===== config.mk =====
export PLATFORM = sky130hd
export DESIGN_NAME = lfsr_gen
export DESIGN_NICKNAME = d
export VERILOG_FILES = /design/src/rtl/lfsr_gen.sv
export SDC_FILE = /design/constraint.sdc
export NUM_CORES = 1
export LEC_CHECK = 0
export BUFFER_PORTS_ARGS = -buffer_cell sky130_fd_sc_hd__buf_2
export CORE_MARGIN = 1
export CORE_UTILIZATION = 30
export DETAILED_ROUTE_END_ITERATION = 7
export GPL_TIMING_DRIVEN = 0
export SLEW_MARGIN = 0
export SYNTH_ARGS = -nofsm -noshare
export SYNTH_HDL_FRONTEND = slang
export SYNTH_SLANG_ARGS = --single-unit

===== constraint.sdc =====
create_clock -name clk -period 1.6 [get_ports clk]
set_clock_uncertainty 0.15 [all_clocks]
set_input_delay 0.48 -clock clk [delete_from_list [all_inputs] [get_ports clk]]
set_output_delay 0.48 -clock clk [all_outputs]
set_load 0.005 [all_outputs]

===== src/rtl/lfsr_gen.sv =====
//------------------------------------------------------------------------------
// Module   : lfsr_gen
// Brief    : Parametrised Fibonacci LFSR with seed load, zero-seed guard,
//            step counter and wrap pulse on return to the sequence origin.
// Revision : 1.0
//------------------------------------------------------------------------------
`default_nettype none

module lfsr_gen #(
    parameter int               WIDTH = 7,
    parameter logic [WIDTH-1:0] TAPS  = 7'b1000100,
    parameter logic [WIDTH-1:0] SEED  = {{(WIDTH-1){1'b0}}, 1'b1},
    parameter int               STEP  = 1
) (
    input  logic             clk,
    input  logic             rst,
    input  logic             en,
    input  logic             load,
    input  logic [WIDTH-1:0] seed_in,
    output logic [WIDTH-1:0] data_out,
    output logic [WIDTH-1:0] count,
    output logic             wrap,
    output logic             seed_err
);

    localparam logic [WIDTH-1:0] c_zero = '0;

    logic [WIDTH-1:0] r_data;
    logic [WIDTH-1:0] r_start;
    logic [WIDTH-1:0] r_count;
    logic             r_wrap;
    logic             r_seed_err;

    logic [WIDTH-1:0] w_adv;
    logic             w_seed_zero;
    logic [WIDTH-1:0] w_load_val;
    logic             w_hit_start;

    function automatic logic [WIDTH-1:0] f_shift(input logic [WIDTH-1:0] q);
        return {q[WIDTH-2:0], ^(q & TAPS)};
    endfunction

    // STEP single shifts chained within one cycle; only the final state is used
    always_comb begin
        w_adv = r_data;
        for (int i = 0; i < STEP; i++) begin
            w_adv = f_shift(w_adv);
        end
    end

    always_comb begin
        w_seed_zero = (seed_in == c_zero);
        w_load_val  = w_seed_zero ? SEED : seed_in;
        w_hit_start = (w_adv == r_start);
    end

    always_ff @(posedge clk or posedge rst) begin
        if (rst) begin
            r_data     <= SEED;
            r_start    <= SEED;
            r_count    <= '0;
            r_wrap     <= 1'b0;
            r_seed_err <= 1'b0;
        end else begin
            r_wrap     <= 1'b0;
            r_seed_err <= 1'b0;
            if (load) begin
                r_data     <= w_load_val;
                r_start    <= w_load_val;
                r_count    <= '0;
                r_seed_err <= w_seed_zero;
            end else if (en) begin
                r_data <= w_adv;
                if (w_hit_start) begin
                    r_wrap  <= 1'b1;
                    r_count <= '0;
                end else begin
                    r_count <= r_count + 1'b1;
                end
            end
        end
    end

    assign data_out = r_data;
    assign count    = r_count;
    assign wrap     = r_wrap;
    assign seed_err = r_seed_err;

endmodule

`default_nettype wire


After elaboration in Yosys (flattened, before gate mapping)
Index checks and enable logic that the tools add are counted.
{ "classes": {"eq_ne": 1, "n_reduce_logical": 3, "add_sub_neg": 1, "muxes": 10} }
{ "op_table": {"columns": ["operator", "n"], "rows": [
  ["2-to-1 mux 7 bit", 6],
  ["adder 7 x 1 -> 7 bit (second input constant)", 1],
  ["equality test 7 bit", 1],
  ["zero test 7 bit", 1],
  ["parity 7 bit", 1],
  ["2-to-1 mux 1 bit", 4],
  ["nonzero test 2 bit", 1]
]} }
{ "word_totals": {"wordCells": 20, "register_bits": 23, "in_bits": 11} }

Logic depth before layout (Yosys ltp)
Gate-level depths: netlist of the first run.
{ "depth": {"word_depth": 5, "depth_mapped": 5, "ltp_nobuf": 5} }

Worst setup path before layout of the first run
No wires, ideal clock.
{ "synth_path": {"kind": "input port to flip-flop", "from": "input seed_in[5]", "to": "register r_start[0]", "setup_ns": 0.079, "arrival_time_ns": 1.311, "setup_slack_ns": 0.060, "path_buffers": 0, "cell_stages": 4, "required_time_ns": 1.371, "cell_sequence": "or4_1 -> nor3_1 -> o21ai_0 -> o21ai_0"} }
{ "synth_via": {"elab_chain_cells": 2} }
{ "synth_lines": {"columns": ["element", "line_no", "text"], "rows": [
  ["from (decl)", "19", "input logic [WIDTH-1:0] seed_in,"],
  ["zero test 7 bit", "52", "w_seed_zero = (seed_in == c_zero);"],
  ["2-to-1 mux 7 bit", "53", "w_load_val = w_seed_zero ? SEED : seed_in;"],
  ["to (signal assigned)", "69", "r_start <= w_load_val;"],
  ["to (decl)", "29", "logic [WIDTH-1:0] r_start;"]
]} }
No other way between the ends.
A chain may end at the register's enable or synchronous reset.

Final worst setup path of the first run
{ "layout_path": {"from": "register r_start[0]", "to": "register r_wrap, in the netlist wrap"} }
{ "layout_via": {"elab_chain_cells": 4} }
{ "layout_lines": {"columns": ["element", "line_no", "text"], "rows": [
  ["equality test 7 bit", "54", "w_hit_start = (w_adv == r_start);"],
  ["2-to-1 mux 1 bit", "74", "if (w_hit_start) begin"],
  ["2-to-1 mux 1 bit", "72", "end else if (en) begin"],
  ["2-to-1 mux 1 bit", "67", "if (load) begin"],
  ["to (signal assigned)", "62", "r_wrap <= 1'b0;"],
  ["to (signal assigned)", "65", "r_wrap <= 1'b0;"],
  ["to (signal assigned)", "75", "r_wrap <= 1'b1;"],
  ["to (decl)", "31", "logic r_wrap;"]
]} }
No other way between the ends.

==> results of run 1 <==
[cell usage in the layout, fill, tap and decap left out]
cell type / instances
a21oi_1: 3
and2_1: 1
and3b_1: 1
buf_2: 26
buf_4: 3
clkbuf_1: 4
clkbuf_8: 3
dfrtp_1: 20
dfrtp_2: 1
dfstp_2: 2
ha_1: 1
inv_1: 10
mux2i_1: 6
mux2i_2: 1
nand2_1: 12
nand3_2: 1
nor2_1: 3
nor3_1: 5
nor3_2: 3
nor4_4: 1
o2111ai_1: 2
o21ai_0: 14
o21ai_1: 1
o311ai_1: 2
or3_1: 1
or4_1: 1
xnor2_1: 6
xnor2_2: 3
xor2_1: 3
[what timing repair did]
action	4_1_cts	5_1_grt
resized for setup	3	7
setup buffers	1	1
pin swaps	2	2
hold buffers	0	0
hold endpoints to repair	0	0
endpoints found under the setup margin	9	11
[final timing paths]
kind | to | cells after the start | slack [ps]
min in group clk | r_start[3] | 3 | 320
hold reg to reg | r_start[0] | 2 | 340
max in group asynchronous | data_out[6] | 2 | 480
hold / removal | count[3] | 2 | 240
setup reg to reg | wrap | 5 | -30
setup / recovery | wrap | 5 | -30
[cell families after synthesis]
| group | count (synthesis) | synth area share |
|---|---|---|
| AND/OR/NAND/NOR | 29 | 0.141 |
| flip-flops | 23 | 0.522 |
| AO/OA/AOI/OAI | 22 | 0.113 |
| buffers and inverters | 14 | 0.0509 |
| XOR/XNOR | 12 | 0.0949 |
| multiplexers | 7 | 0.0667 |
| adder cells (fa/ha/maj) | 1 | 0.0113 |
[cell type report]
| cell class | instances | share of cell area |
|---|---|---|
| flip-flops and latches | 23 | 0.416 |
| well taps | 46 | 0.0413 |
| multi-input cells | 71 | 0.366 |
| clock buffers | 4 | 0.0323 |
| inverters | 10 | 0.0269 |
| repair buffers | 28 | 0.104 |
| plain buffers | 4 | 0.0135 |
[state kept, by name, indices dropped and copies added, names as in the netlist]
register / flops
count: 7
data_out: 7
r_start: 7
seed_err: 1
wrap: 1
[through the flow]
stage / hold WS [ps] / area (um2) / cells / total power, mW / setup TNS, ps
after floorplan: 306 / 1110 / 108 / 0.801 / 0
after global placement: 318 / 1290 / 180 / 0.871 / -837
after detailed placement: 320 / 1290 / 180 / 0.880 / -1120
after CTS: 280 / 1350 / 185 / 1.25 / 0
after global routing: 318 / 1390 / 186 / 1.32 / -820
final: 237 / 1390 / 186 / 1.25 / -33.4
[power groups by stage]
stage | Combinational, mW | Sequential, mW | Clock [mW]
2_1_floorplan | 0.130 | 0.671 | 0
6_report | 0.223 | 0.673 | 0.353
4_1_cts | 0.212 | 0.668 | 0.370
3_3_place_gp | 0.195 | 0.676 | 0
3_5_place_dp | 0.201 | 0.679 | 0
5_1_grt | 0.252 | 0.681 | 0.391
[routing by layer]
| layer | vias to the layer above | GRT usage | part of all wire | routed length (um) |
|---|---|---|---|---|
| met2 | 26 | 0.223 | 0.48 | 1140 |
| met3 | 2 | 0.0383 | 0.044 | 105 |
| met4 | 0 | 0.0262 | 0.0050 | 12 |
| li1 | 431 | - | - | - |
| met1 | 417 | 0.178 | 0.47 | 1130 |
| met5 | - | 0 | 0 | 0 |
[worst register-to-register path: cells and delay by family (launching register included)]
kind,cells,cell delay [ps]
buffers and inverters,1,150
and+or+nand+nor,2,460
muxes,1,150
xor gates and xnor gates,1,70
DFF,1,560
==> flow_summary_export.csv, run 1 <==
group,metric,value,unit
timing,min_period,1630,ps
placement,place_congestion,0.757,
cts,cts_root_buf,"clkbuf_8",
yosys,yosysSeqAreaShare,0.522,
power_and_ir_drop,p_switching,340,uW
yosys,syn-instance-count,108,
cts,htree_levels,1,
setup_path,worstPathCellList,"xnor2_2 > mux2i_2 > buf_4 > or3_1 > nor3_2",
run_status,violations,"negative setup slack",
setup_path,end_kind,"register",
power_and_ir_drop,intPower,910,uW
detailed_routing,firstDrtPassIters,4,
final_layout,n_fill_cell,362,
power_and_ir_drop,power.density,896,mW/mm2
global_routing,globalRouteOverflowTotal,0,
yosys,synth_edf_count,0,
final_layout,nets,153,
global_routing,grt_pass1_vias,870,
die,ios,27,
cts,clkTransAtPathRegs,80,ps
timing,hold_viol,0,
yosys,ys_async_sr_fraction,1.00,
yosys,avgSynthCellArea,10.3,um2
placement,portBuffers,26,
detailed_routing,drc,0,
detailed_routing,ant_nets,0,
yosys,synth_ff_type,"dfrtp_1",
timing,fin_ws,-27.7,ps
die,die_h,62.8,um
yosys,yosysTopAreaCellShare,0.475,
power_and_ir_drop,p_comb_frac,0.179,
power_and_ir_drop,irDropWorstVdd,0.511,mV
timing,drv_slew,0,
setup_path,r2r-start,"r_start[0]",
setup_path,cp_top_family,"flip-flops",
yosys,synth_seq_cells,23,
detailed_routing,first_iter_violations,42,
timing,tightest_slew,862,ps
yosys,syn_area,0.00111,mm2
timing,setup_violations,2,
setup_path,required,1640,ps
global_routing,grt_start_max_net_pins,24,
placement,dp_hpwl,1790,um
final_layout,area_delta_synth_final,25.9,%
setup_path,criticalPathCategory,"register to register",
yosys,synth_most_common_cell,"dfrtp_1",
cts,cts_tree,"done",
run_status,status,"finished with violations",
detailed_routing,wl_per_cell,12.9,um
setup_path,worstSetupStartpoint,"r_start[0]",
yosys,synthTopCellsByArea,"dfrtp_1 (47%), xnor2_1 (7.1%), o21ai_0 (6.8%), mux2i_1 (5.4%), dfstp_2 (4.7%)",
detailed_routing,vias,876,
power_and_ir_drop,switching_share,0.272,
final_layout,drive_above_1_share,0.314,
yosys,synth_nets,120,
power_and_ir_drop,p_seq_frac,0.538,
die,die_w,62.8,um
cts,cts.sink_count,23,
yosys,yosys_warnings,0,
flow_run,maxCapViolations,0,
cts,cts_made_buffers,3,
timing,max_freq,0.614,GHz
yosys,yosys-top-cells-count,"dfrtp_1 (21), o21ai_0 (15), nand2_1 (12), inv_1 (10), xnor2_1 (9)",
setup_path,crit_fanout,3,
setup_path,worst-path-buf-inv,1,
final_layout,multi_input_area,510,um2
final_layout,diodes,0,
die,num_rows,21,
die,core,0.00344,mm2
placement,dp_worst_setup_slack,-218,ps
timing,slew_headroom,0.425,
global_routing,grt_use_total,0.136,
global_routing,antenna_found_initial,0,
detailed_routing,via_per_inst,4.71,
worst_hold_path,hold_path_class,"input pin to async pin",
detailed_routing,drt-total-wl,2390,um
setup_path,slowest_stage,"dfstp_2",
timing,finalCritPeriodShare,1.02,
final_layout,fin_util,0.405,
cts,clock_latency,260,ps
power_and_ir_drop,leakage,0.660,nW
final_layout,seq_area,579,um2
power_and_ir_drop,pwr-share-clk,0.283,
timing,rsz0062_at_grt,"yes",
yosys,synthDistinctLibCells,24,
cts,clockBufferDepth,2,
setup_path,arrival,1660,ps
die,start_util,0.322,
setup_path,setup.worst_path.start_class,"register",
die,dieArea,0.00394,mm2
global_routing,grt_pass1_wl,4170,um
yosys,synth_top_cell_by_area,"dfrtp_1",
setup_path,critPathMaxStageDelay,560,ps
(Power assumes the default switching activity.)
==> run 2: changes to the inputs <==
Settings changed: REMOVE_ABC_BUFFERS from default to 1.
==> flow_summary_export.csv, run 2 (synthesized netlist as in run 1, its figures left out) <==
group,metric,value,unit
cts,cts_tree,"done",
placement,dp_hpwl,1690,um
global_routing,grt_start_max_net_pins,33,
power_and_ir_drop,p_seq_frac,0.538,
cts,clock_latency,260,ps
detailed_routing,vias,842,
global_routing,grtUsageMet1,0.163,
global_routing,busiest_layer,"met2",
placement,dp_worst_setup_slack,-222,ps
flow_run,maxCapViolations,0,
detailed_routing,first_iter_violations,57,
power_and_ir_drop,switching_share,0.274,
global_routing,grt_pass1_wl,3880,um
cts,cts_root_buf,"clkbuf_8",
global_routing,antenna_found_initial,0,
placement,portBuffers,26,
run_status,status,"complete, no violations",
cts,clockBufferDepth,2,
final_layout,area_delta_synth_final,23.1,%
power_and_ir_drop,finalPower,1.24,mW
cts,cts_made_buffers,3,
power_and_ir_drop,p_comb_frac,0.178,
timing,tightest_slew,842,ps
final_layout,diodes,0,
final_layout,fin_util,0.396,
setup_path,r2r_setup_slack,30,ps
power_and_ir_drop,leakage,0.639,nW
die,num_rows,21,
global_routing,grt_pass1_vias,847,
final_layout,drive_above_1_share,0.289,
timing,drv_slew,0,
setup_path,required,1630,ps
setup_path,crit_fanout,4,
final_layout,layout_common_cells,"buf_2 (25), dfrtp_1 (21), o21ai_0 (15)",
power_and_ir_drop,power.density,913,mW/mm2
die,dieArea,0.00394,mm2
final_layout,nets,148,
detailed_routing,wl_per_cell,12.7,um
power_and_ir_drop,intPower,903,uW
global_routing,use_met3,0.0219,
power_and_ir_drop,pwr-share-clk,0.284,
setup_path,setup.worst_path.start_class,"register",
final_layout,final_cell_area,0.00136,mm2
timing,slew_headroom,0.438,
die,start_util,0.322,
timing,hold_ws,227,ps
timing,setup_violations,0,
detailed_routing,drt-total-wl,2300,um
setup_path,reg2reg_to,"count[0]",
placement,placedInstanceArea,0.00128,mm2
detailed_routing,drc,0,
setup_path,arrival,1610,ps
cts,cts.hold.buffers_added,0,
setup_path,end_kind,"register",
final_layout,mostFrequentLayoutCell,"buf_2",
global_routing,use_met2,0.211,
setup_path,r2r_cells,4,
power_and_ir_drop,irDropWorstVdd,0.264,mV
power_and_ir_drop,p_switching,341,uW
timing,fin_tns_setup,0,ps
timing,rsz0062_at_grt,"yes",
die,die_w,62.8,um
timing,max_freq,0.636,GHz
die,ios,27,
die,core,0.00344,mm2
timing,hold_viol,0,
detailed_routing,ant_nets,0,
cts,cts.sink_count,23,
placement,place_congestion,0.817,
final_layout,final_cells,181,
timing,min_period,1570,ps
global_routing,globalRouteOverflowTotal,0,
timing,fin_ws,27.3,ps
setup_path,r2r-start,"data_out[6]",
setup_path,criticalPathCategory,"register to register",
cts,htree_levels,1,
worst_hold_path,hold_path_class,"input pin to async pin",
detailed_routing,firstDrtPassIters,4,
detailed_routing,via_per_inst,4.65,
die,die_h,62.8,um
placement,placed_cells,176,
cts,clkTransAtPathRegs,80,ps
timing,finalCritPeriodShare,0.983,
global_routing,grt_use_total,0.129,
==> run 2: changes by cell type in the layout (fill, tap and decap cells not counted), sizes merged <==
cell,change
buf,-3
clkbuf,-2
==> run 2: per-layer routing <==
layer  vias up  share of wire
met5         -              0
met4         0          0.018
met3         4          0.027
met2        16           0.49
met1       403           0.46
li1        419              -
==> run 2: worst max path at each step <==
stage | start | end | slack (ps)
after floorplan | seed_in[5] | data_out[0] | 70
after global placement | seed_in[5] | r_start[0] | -180
after detailed placement | seed_in[5] | data_out[0] | -220
after CTS | data_out[0] | wrap | 5
after global routing | data_out[0] | count[0] | -70
final | data_out[6] | count[0] | 30
==> run 2: cell type report <==
| cell class | instances | area (um2) |
|---|---|---|
| Multi-Input combinational cell | 71 | 504 |
| Sequential cell | 23 | 578 |
| Inverter | 10 | 37.5 |
| Tap cell | 46 | 57.6 |
| Fill cell | 369 | 2080 |
| Clock buffer | 4 | 45.0 |
| Timing Repair Buffer | 27 | 140 |
==> run 2: power groups by stage <==
stage                     sequential (mW)  clock (mW)  combinational, mW
final                               0.669       0.353              0.222
after global routing                0.675       0.387              0.248
after CTS                           0.668       0.361              0.219
after detailed placement            0.678           0              0.196
after global placement              0.675           0              0.190
after floorplan                     0.671           0              0.117
==> run 2: worst max-delay path, cell delays in order (launching register included) <==
cell      delay, ps
dfrtp_1         450
xnor2_2         250
mux2i_4         340
o311ai_1        130
a21oi_1         170
==> run 2: repair_timing <==
item | in CTS | in global routing
pin swaps | 5 | 1
resized for setup | 5 | 3
setup buffers | 2 | 0
endpoints found under the setup margin | 8 | 8
==> run 3: changes to the inputs <==
Settings changed: CORE_MARGIN 1 to default.
Clock period 1.6 ns to 1.99 ns, I/O delays scaled along.
==> flow_summary_export.csv, run 3 (synthesized netlist as in run 1, its figures left out) <==
group,metric,value,unit
die,start_util,0.322,
setup_path,slowest_stage,"dfstp_2",
cts,cts_root_buf,"clkbuf_8",
detailed_routing,firstDrtPassIters,4,
final_layout,layout_common_cells,"buf_2 (26), dfrtp_1 (21), o21ai_0 (15)",
timing,min_period,1690,ps
timing,setup_violations,0,
setup_path,setup.worst_path.start_class,"register",
detailed_routing,wl_per_cell,12.6,um
die,die_w,62.8,um
setup_path,arrival,950,ps
timing,rsz0062_at_grt,"no",
setup_path,worstPathCellList,"buf_2",
cts,clockBufferDepth,2,
setup_path,end_kind,"primary output",
timing,hold_viol,0,
power_and_ir_drop,power.density,736,mW/mm2
placement,placedInstanceArea,0.00128,mm2
placement,portBuffers,26,
final_layout,drive_above_1_share,0.254,
cts,cts_made_buffers,3,
global_routing,grt_pass1_wl,3830,um
final_layout,mostFrequentLayoutCell,"buf_2",
setup_path,worst-path-buf-inv,1,
flow_run,maxCapViolations,0,
detailed_routing,drt-total-wl,2270,um
timing,hold_ws,343,ps
global_routing,grt_start_max_net_pins,33,
die,core,0.00344,mm2
detailed_routing,ant_nets,0,
cts,ctsResizeCount,0,
setup_path,required,1240,ps
worst_hold_path,hold_path_class,"register to register",
global_routing,antenna_found_initial,0,
cts,htree_levels,1,
cts,cts_tree,"done",
final_layout,nets,147,
final_layout,n_fill_cell,373,
cts,clkTransAtPathRegs,80,ps
final_layout,diodes,0,
cts,cts.sink_count,23,
global_routing,grtUsageMet1,0.161,
placement,dp_hpwl,1690,um
final_layout,area_delta_synth_final,19.3,%
placement,place_congestion,0.817,
timing,tightest_slew,853,ps
cts,clock_latency,260,ps
timing,drv_slew,0,
die,ios,27,
die,die_h,62.8,um
final_layout,final_cell_area,0.00132,mm2
run_status,status,"complete, no violations",
detailed_routing,first_iter_violations,53,
global_routing,grt_pass1_vias,841,
setup_path,criticalPathCategory,"register to primary output",
setup_path,cp_top_family,"flip-flops",
detailed_routing,drc,0,
global_routing,busiest_layer,"met2",
die,dieArea,0.00394,mm2
setup_path,critPathMaxStageDelay,570,ps
detailed_routing,via_per_inst,4.66,
global_routing,grt_use_total,0.127,
timing,slew_headroom,0.431,
die,num_rows,21,
timing,fin_tns_setup,0,ps
global_routing,globalRouteOverflowTotal,0,
global_routing,use_met2,0.208,
timing,max_freq,0.590,GHz
detailed_routing,vias,839,
global_routing,use_met3,0.0219,
timing,finalCritPeriodShare,0.852,
cts,cts.hold.buffers_added,0,
setup_path,crit_fanout,4,
power_and_ir_drop,leakage,0.623,nW
cts,post_cts_buffers,0,
power_and_ir_drop,irDropWorstVdd,0.212,mV
-- run 3: cell count changes in the layout (fill, tap and decap cells not counted), moves of 2 or more --
cell,delta
xnor2_1,+2
o311ai_0,+2
o311ai_1,-2
xnor2_2,-2
-- run 3: layer usage --
| layer | share of wire | up-vias |
|---|---|---|
| met4 | 0.013 | 0 |
| met2 | 0.48 | 14 |
| met1 | 0.48 | 405 |
| li1 | - | 418 |
| met5 | 0 | - |
| met3 | 0.026 | 2 |
-- run 3: where the power goes --
| group | switching (mW) | total, mW | leakage, nW | internal, mW |
|---|---|---|---|---|
| logic | 0.0866 | 0.155 | 0.309 | 0.0679 |
| registers | 0.0343 | 0.536 | 0.291 | 0.502 |
| clock network | 0.139 | 0.282 | 0.0228 | 0.143 |
-- run 3: worst paths after layout --
path | start | end | slack, ps | cells after the start
min in group asynchronous | rst | count[5] | 350 | 2
hold / removal | r_start[0] | r_start[0] | 340 | 2
setup / recovery | data_out[0] | data_out[0] | 300 | 1
max in group asynchronous | rst | count[1] | 810 | 2
setup reg to reg | data_out[0] | count[1] | 320 | 4
hold reg to reg | r_start[0] | r_start[0] | 340 | 2
-- run 3: area by class of cell --
cell class / count / area [um2] / area share
multi-input cells: 71 / 473 / 0.358
flip-flops and latches: 23 / 578 / 0.437
well taps: 46 / 57.6 / 0.0436
repair buffers: 26 / 130 / 0.0985
clock buffers: 4 / 45.0 / 0.0341
inverters: 10 / 37.5 / 0.0284
-- run 3: through the flow --
step | instances | utilization | setup slack, ps | total power [mW]
global placement | 176 | 0.371 | 93.1 | 0.695
CTS | 180 | 0.384 | 288 | 0.984
detailed placement | 176 | 0.371 | 51.0 | 0.703
global route | 180 | 0.384 | 156 | 1.03
finish | 180 | 0.384 | 295 | 0.972
floorplan | 104 | - | 344 | 0.634
